File: config.mk
export PLATFORM = sky130hd
export DESIGN_NAME = cam_stream_gen
export DESIGN_NICKNAME = d
export VERILOG_FILES = /design/src/rtl/cam_stream_gen.sv
export SDC_FILE = /design/constraint.sdc
export NUM_CORES = 1
export LEC_CHECK = 0
export ABC_CLOCK_PERIOD_IN_PS = 6900
export CAP_MARGIN = 20
export CORE_ASPECT_RATIO = 0.7
export CORE_UTILIZATION = 30
export DETAILED_ROUTE_END_ITERATION = 6
export MAX_ROUTING_LAYER = met4
export SYNTH_ARGS = -nofsm -noshare
export SYNTH_HDL_FRONTEND = slang
export SYNTH_SLANG_ARGS = --single-unit
File: constraint.sdc
create_clock -name clk_i -period 6.9 [get_ports clk_i]
set_clock_uncertainty 0.1 [all_clocks]
set_input_delay 1.38 -clock clk_i [delete_from_list [all_inputs] [get_ports clk_i]]
set_output_delay 1.38 -clock clk_i [all_outputs]
set_load 0.05 [all_outputs]
File: src/rtl/cam_stream_gen.sv
// Camera-side stream source: OV7670-style pclk/href/vsync timing with a known byte pattern.
// Define CAM_GEN_LFSR_EN to replace the incrementing ramp with an 8-bit LFSR sequence.
module cam_stream_gen #(
  parameter int unsigned H_ACTIVE  = 640,
  parameter int unsigned H_BLANK   = 144,
  parameter int unsigned BPP       = 2,
  parameter int unsigned V_SYNC    = 1,
  parameter int unsigned V_BACK    = 3,
  parameter int unsigned V_ACTIVE  = 480,
  parameter int unsigned V_FRONT   = 10,
  parameter int unsigned PCLK_HALF = 8
) (
  input  logic        clk_i,
  input  logic        rst_i,
  input  logic        en_i,
  output logic        pclk_o,
  output logic        href_o,
  output logic        vsync_o,
  output logic [7:0]  data_o,
  output logic        busy_o,
  output logic        frame_done_o,
  output logic [15:0] frame_cnt_o
);

  localparam logic [2:0] StIdle   = 3'd0;
  localparam logic [2:0] StVsync  = 3'd1;
  localparam logic [2:0] StVback  = 3'd2;
  localparam logic [2:0] StActive = 3'd3;
  localparam logic [2:0] StVfront = 3'd4;

  localparam logic [15:0] DivLast    = 16'(PCLK_HALF - 1);
  localparam logic [10:0] HLast      = 11'((H_ACTIVE + H_BLANK) * BPP - 1);
  localparam logic [10:0] HActEnd    = 11'(H_ACTIVE * BPP);
  localparam logic [9:0]  VSyncLast  = 10'(V_SYNC - 1);
  localparam logic [9:0]  VBackLast  = 10'(V_BACK - 1);
  localparam logic [9:0]  VActLast   = 10'(V_ACTIVE - 1);
  localparam logic [9:0]  VFrontLast = 10'(V_FRONT - 1);

  logic [15:0] div_q, div_d;
  logic        pclk_q, pclk_d;
  logic [2:0]  state_q, state_d;
  logic [10:0] hcnt_q, hcnt_d;
  logic [9:0]  vcnt_q, vcnt_d;
  logic        href_q, href_d;
  logic        vsync_q, vsync_d;
  logic [7:0]  data_q, data_d;
  logic        busy_q, busy_d;
  logic        done_q, done_d;
  logic [15:0] fcnt_q, fcnt_d;

  logic        div_tc;
  logic        fall_tick;
  logic        line_end;
  logic [9:0]  lines_last;
  logic [7:0]  data_seed;
  logic [7:0]  data_step;

`ifdef CAM_GEN_LFSR_EN
  // Fibonacci LFSR x^8+x^6+x^5+x^4+1, shifting left with feedback into bit 0.
  assign data_seed = 8'h01;
  assign data_step = {data_q[6:0], data_q[7] ^ data_q[5] ^ data_q[4] ^ data_q[3]};
`else
  assign data_seed = 8'h00;
  assign data_step = data_q + 8'd1;
`endif

  assign div_tc    = (div_q == DivLast);
  assign fall_tick = div_tc && pclk_q;
  assign line_end  = (hcnt_q == HLast);

  always_comb begin
    lines_last = VSyncLast;
    unique case (state_q)
      StVback:  lines_last = VBackLast;
      StActive: lines_last = VActLast;
      StVfront: lines_last = VFrontLast;
      default:  lines_last = VSyncLast;
    endcase
  end

  always_comb begin
    div_d   = div_tc ? 16'd0 : div_q + 16'd1;
    pclk_d  = div_tc ? ~pclk_q : pclk_q;
    state_d = state_q;
    hcnt_d  = hcnt_q;
    vcnt_d  = vcnt_q;
    href_d  = href_q;
    vsync_d = vsync_q;
    data_d  = data_q;
    busy_d  = busy_q;
    done_d  = 1'b0;
    fcnt_d  = fcnt_q;

    if (fall_tick) begin
      if (state_q == StIdle) begin
        if (en_i) begin
          state_d = StVsync;
          busy_d  = 1'b1;
          hcnt_d  = 11'd0;
          vcnt_d  = 10'd0;
        end
      end else begin
        hcnt_d = line_end ? 11'd0 : hcnt_q + 11'd1;
        if (line_end) begin
          vcnt_d = vcnt_q + 10'd1;
          if (vcnt_q == lines_last) begin
            vcnt_d = 10'd0;
            unique case (state_q)
              StVsync:  state_d = StVback;
              StVback:  state_d = StActive;
              StActive: state_d = StVfront;
              default: begin
                // End of frame: en is only looked at here, so a mid-frame drop never truncates.
                done_d = 1'b1;
                fcnt_d = fcnt_q + 16'd1;
                if (en_i) begin
                  state_d = StVsync;
                end else begin
                  state_d = StIdle;
                  busy_d  = 1'b0;
                end
              end
            endcase
          end
        end
      end
      vsync_d = (state_d == StVsync);
      href_d  = (state_d == StActive) && (hcnt_d < HActEnd);
      if (!href_d) begin
        data_d = 8'h00;
      end else if (!href_q) begin
        data_d = data_seed;
      end else begin
        data_d = data_step;
      end
    end
  end

  always_ff @(posedge clk_i) begin
    if (rst_i) begin
      div_q   <= 16'd0;
      pclk_q  <= 1'b1;
      state_q <= StIdle;
      hcnt_q  <= 11'd0;
      vcnt_q  <= 10'd0;
      href_q  <= 1'b0;
      vsync_q <= 1'b0;
      data_q  <= 8'h00;
      busy_q  <= 1'b0;
      done_q  <= 1'b0;
      fcnt_q  <= 16'd0;
    end else begin
      div_q   <= div_d;
      pclk_q  <= pclk_d;
      state_q <= state_d;
      hcnt_q  <= hcnt_d;
      vcnt_q  <= vcnt_d;
      href_q  <= href_d;
      vsync_q <= vsync_d;
      data_q  <= data_d;
      busy_q  <= busy_d;
      done_q  <= done_d;
      fcnt_q  <= fcnt_d;
    end
  end

  assign pclk_o       = pclk_q;
  assign href_o       = href_q;
  assign vsync_o      = vsync_q;
  assign data_o       = data_q;
  assign busy_o       = busy_q;
  assign frame_done_o = done_q;
  assign frame_cnt_o  = fcnt_q;

endmodule

## Word level (Yosys, flattened, before mapping)

Index checks and enable logic that the tools add are counted.
W data, S select, Z words.

| storage, ports and cells | value |
|---|---|
| register bits after elaboration | 69 |
| input port bits | 3 |
| output and inout bits | 29 |
| logic and storage cells | 71 |

| operators by class | value |
|---|---|
| add/subtract/negate cells | 5 |
| order comparisons | 1 |
| eq/ne operators | 12 |
| multiplexer cells | 25 |
| bitwise operators | 6 |
| reduce and logical (&&, ||, !) cells | 11 |

Operators by type and width:

| operator | count |
|---|---|
| $mux W11 | 4 |
| $mux W10 | 4 |
| $add A16 B1 Y16 const B | 2 |
| $pmux W9 S3 | 1 |
| $eq A16 B3 Y1 const B | 1 |
| $mux W8 | 2 |
| $mux W3 | 5 |
| $add A11 B1 Y11 const B | 1 |
| $eq A11 B11 Y1 const B | 1 |
| $lt A11 B11 Y1 const B | 1 |
| $add A10 B1 Y10 const B | 1 |
| $eq A10 B10 Y1 | 1 |
| $eq A3 B2 Y1 const B | 3 |
| $pmux W3 S3 | 1 |
| $add A8 B1 Y8 const B | 1 |
| $mux W1 | 8 |
| $eq A3 B1 Y1 const B | 2 |
| $not A1 Y1 | 6 |
| $reduce_and A6 Y1 | 1 |
| $reduce_and A5 Y1 | 1 |
| $reduce_or A5 Y1 | 1 |
| $ne A2 B1 Y1 const B | 2 |
| $reduce_bool A2 Y1 | 2 |
| $eq A3 B3 Y1 const B | 1 |
| other kinds (6) | 7 |

## Logic depth before layout (Yosys ltp)

| logic depth | value |
|---|---|
| depth after elaboration | 10 |
| gate-level depth with buffers | 9 |
| depth with buffers taken out | 8 |

## Worst setup path after synthesis

Ideal clock, no wire load.

| timing | value |
|---|---|
| kind | register -> register |
| start point | register div_q[0] |
| end point | register vcnt_q[8] |
| library setup time | 0.115 ns |
| data arrival time | 2.465 ns |
| required time | 6.685 ns |
| path slack | 4.219 ns |
| stages on the path, launching flop included | 9 |
| buffers on the path | 0 |
| period minus slack after synthesis | 2.681 ns |
| path through | dfxtp_1 > ha_1 > or4b_4 > or4_4 > nor4_4 > nand2_2 > or3_1 > xor2_1 > nor2_2 |

| between the ends | value |
|---|---|
| cells in the longest elaborated chain, start to end | 3 |

Ends and longest elaborated chain:

| element | RTL line | RTL |
|---|---|---|
| start: declaration | 39 | `logic [15:0] div_q, div_d;` |
| start signal: assignment | 153 | `div_q <= div_d;` |
| $eq A16 B3 Y1 | 67 | `assign div_tc = (div_q == DivLast);` |
| $logic_and A1 B1 Y1 | 68 | `assign fall_tick = div_tc && pclk_q;` |
| $reduce_and A3 Y1 (no line) | -- |  |
| end signal: assignment | 157 | `vcnt_q <= vcnt_d;` |
| end: declaration | 43 | `logic [9:0] vcnt_q, vcnt_d;` |

Every way passes these cells.
A chain may end at the register's enable or synchronous reset.

## Worst setup path in the final report

| timing | value |
|---|---|
| start point | register div_q[0] |
| end point | register hcnt_q[7] |

| between the ends | value |
|---|---|
| cells in the longest elaborated chain, start to end | 2 |

Ends and longest elaborated chain:

| element | RTL line | RTL |
|---|---|---|
| $eq A16 B3 Y1 | 67 |  |
| $logic_and A1 B1 Y1 | 68 |  |
| end signal: assignment | 156 | `hcnt_q <= hcnt_d;` |
| end: declaration | 42 | `logic [10:0] hcnt_q, hcnt_d;` |

Every way passes these cells.

==> results.ini <==
[cts]
clk_pin_slew_ps=60
cts_tree=done
post_cts_buffers=0
cts_hold_buf=0
numCtsBuffers=9
htreeDepth=3
root_buffer=clkbuf_16
clock_latency_ps=330
clk_path_buf_depth=2
cts_resized=0
cts_num_sinks=69

[finish]
final_cell_mix=dfxtp_1 (69), nor2_1 (62), clkdlybuf4s50_1 (31), nand2_1 (27), nand3_1 (27)
syn2layout_area_growth_pct=22.0
final_common_cell=dfxtp_1
seqCellArea_mm2=0.00138
drive_above_1_share_pct=7.81
fill_cells=1116
multi_input_area_mm2=0.00196
num_antenna_cells=0
nets=451

[drt]
antenna_left=0
wl_per_cell_um=13.2
routed_wl_um=7940
drtIter0Drc=128
drc_errors=0
firstDrtPassIters=4
via_per_inst=4.92
vias=2955

[grt]
overflow=0
grt_use_total_pct=14.5
grt_max_degree=44
grt_first_pass_wirelength_um=13100
grt_pass1_vias=2644
antenna_found_initial=0

[timing]
max_freq_mhz=285
period_share_pct=50.8
setup_viol=0
finalCriticalPeriod_ps=3510
tns_ps=0
setup_ws_ps=3390
rsz0062_at_grt=false
slew_viol_final=0
slew_headroom_pct=32.5
hold_violations=0
worst_pin_slew_ps=1010

[synthesis]
synth_edf_count=0
yosys.area.top_type=dfxtp_1
synth_ff_type=dfxtp_1
synth_area_mm2=0.00345
synth.top_cell.area_share_pct=40.1
ys_ff_latch=69
synth_async_sr_flop_share_pct=0
ys_types=53
synth_nets=422
syn_inst=414
ys_seq_area_share_pct=40.1
avgSynthCellArea_um2=8.32
ys_warn_count=0
yosys-top-cells-area=dfxtp_1 (40%), nor2_1 (6.8%), xnor2_1 (6.1%), xor2_1 (4.8%), nand3_1 (3.9%)

[setup_path]
crit_path_end_kind=flip-flop
path_cells=ha_1, or4b_4, or4_4, nor2_1, o21ai_1, nor4_2, xnor2_1, nor2_1
crit_top_cell=nor2_1
slowest_stage=nor2_1
cp_data_arrival_time_ps=3620
crit_fanout=12
critical_path.max_stage_delay_ps=640
required_ps=7010
critPathLaunchType=flip-flop
criticalPathCategory=reg2reg

[run_status]
outcome=finished clean

[pwr]
switching_share_pct=21.2
sequentialPowerShare_pct=45.5
clkPwrFrac_pct=52.6
intPower_w=0.000696
ir_worst_vdd_mv=0.110
p_switching_w=0.000187
powerDensity_mw_per_mm2=210
power_leakage_nw=1.42
combPwrFrac_pct=1.9

[placed_design]
portBuffers=31
dp_hpwl_um=5510
place.gp.congestion=0.823
place_ws_ps=3450

[die]
boundaryPins=32
die-area_mm2=0.0119
fp.coreArea_mm2=0.0111
floorplan.initialDensity_pct=31.1
die_w_um=130
num_rows=32
die_h_um=91.7

[worst_hold_path]
hold_class=reg2reg

[flow_run]
cap_violations=0

## registers in the layout (all words and copies together) (netlist names)
signal	flops
busy_o	1
data_o	8
div_q	16
frame_cnt_o	16
frame_done_o	1
hcnt_q	11
href_o	1
pclk_o	1
state_q	3
vcnt_q	10
vsync_o	1
## worst paths after layout
check / from / end / slack (ps) / cells past startpoint
min reg2reg: div_q[0]$_SDFF_PP0_ / div_q[0]$_SDFF_PP0_ / 370 / 1
max: div_q[0]$_SDFF_PP0_ / hcnt_q[7]$_SDFFE_PP0P_ / 3390 / 8
max reg2reg: div_q[0]$_SDFF_PP0_ / hcnt_q[7]$_SDFFE_PP0P_ / 3390 / 8
min: div_q[0]$_SDFF_PP0_ / div_q[0]$_SDFF_PP0_ / 370 / 1
## cells in the mapped netlist, types with 2 or more instances
cell type	number
nor4_2	3
o2111ai_1	4
a211oi_1	3
inv_1	14
o21ai_1	2
nand2_1	27
and3_1	9
mux2_2	2
or4_4	3
and4_1	4
nand4b_1	2
nor2b_1	4
o21ai_0	15
a21oi_1	22
ha_1	5
xnor2_1	24
o32ai_1	3
nor2_1	62
buf_2	5
nand3_1	27
and2_1	5
nand3b_1	2
and3_2	2
nand2b_1	3
mux2i_1	2
xor2_1	19
nor3b_1	4
nand4_1	9
clkbuf_1	9
or3_1	8
dfxtp_1	69
a31oi_1	3
nor4_1	4
nor3_1	16
## kinds of logic after synthesis
| logic type | count (synthesis) | share of synthesized area [%] |
|---|---|---|
| DFF | 69 | 40.1 |
| AOI/OAI and AO/OA | 59 | 10.4 |
| adders and majority gates | 5 | 1.82 |
| and+or+nand+nor | 206 | 32.3 |
| xor gates and xnor gates | 43 | 10.9 |
| muxes | 4 | 1.23 |
| buffers and inverters | 28 | 3.23 |
## final cells by class
class	instances	share of cell area, %
Tap cell	153	4.55
Inverter	14	1.25
Timing Repair Buffer	32	7.56
Multi-Input combinational cell	317	46.6
Clock buffer	11	5.77
Clock inverter	5	1.40
Sequential cell	69	32.9
## critical path: cells and delay by family, from the launching register on
| kind | cells | cell delay (ps) |
|---|---|---|
| compound gates | 1 | 450 |
| fa+ha+maj | 1 | 210 |
| flops | 1 | 370 |
| xor+xnor | 1 | 150 |
| simple gates | 5 | 2100 |
## metrics by stage
step	power [W]	area (um2)	hold WS, ps	instances	util (%)
3_3_place_gp	0.000427	3900	340	585	35.2
4_1_cts	0.000899	4200	374	601	37.9
2_1_floorplan	0.000423	3450	326	414	-
6_report	0.000883	4200	369	601	37.9
5_1_grt	0.000917	4200	395	601	37.9
3_5_place_dp	0.000428	3900	360	585	35.2
## power groups by stage
stage | clock network, W | registers (W) | logic, W
after floorplan | 0 | 0.000411 | 0.0000121
after global placement | 0 | 0.000410 | 0.0000168
after detailed placement | 0 | 0.000411 | 0.0000168
after CTS | 0.000480 | 0.000402 | 0.0000168
after global routing | 0.000496 | 0.000402 | 0.0000191
final | 0.000464 | 0.000402 | 0.0000168
## layer usage
metal  up-vias  part of all wire [%]  GRT usage [%]
li1       1522                     -              -
met1      1364                    54           20.9
met2        59                    41           19.3
met3        10                   3.7           3.68
met4         0                   1.3           5.14
met5         -                     0              -
(Power assumes the default switching activity.)
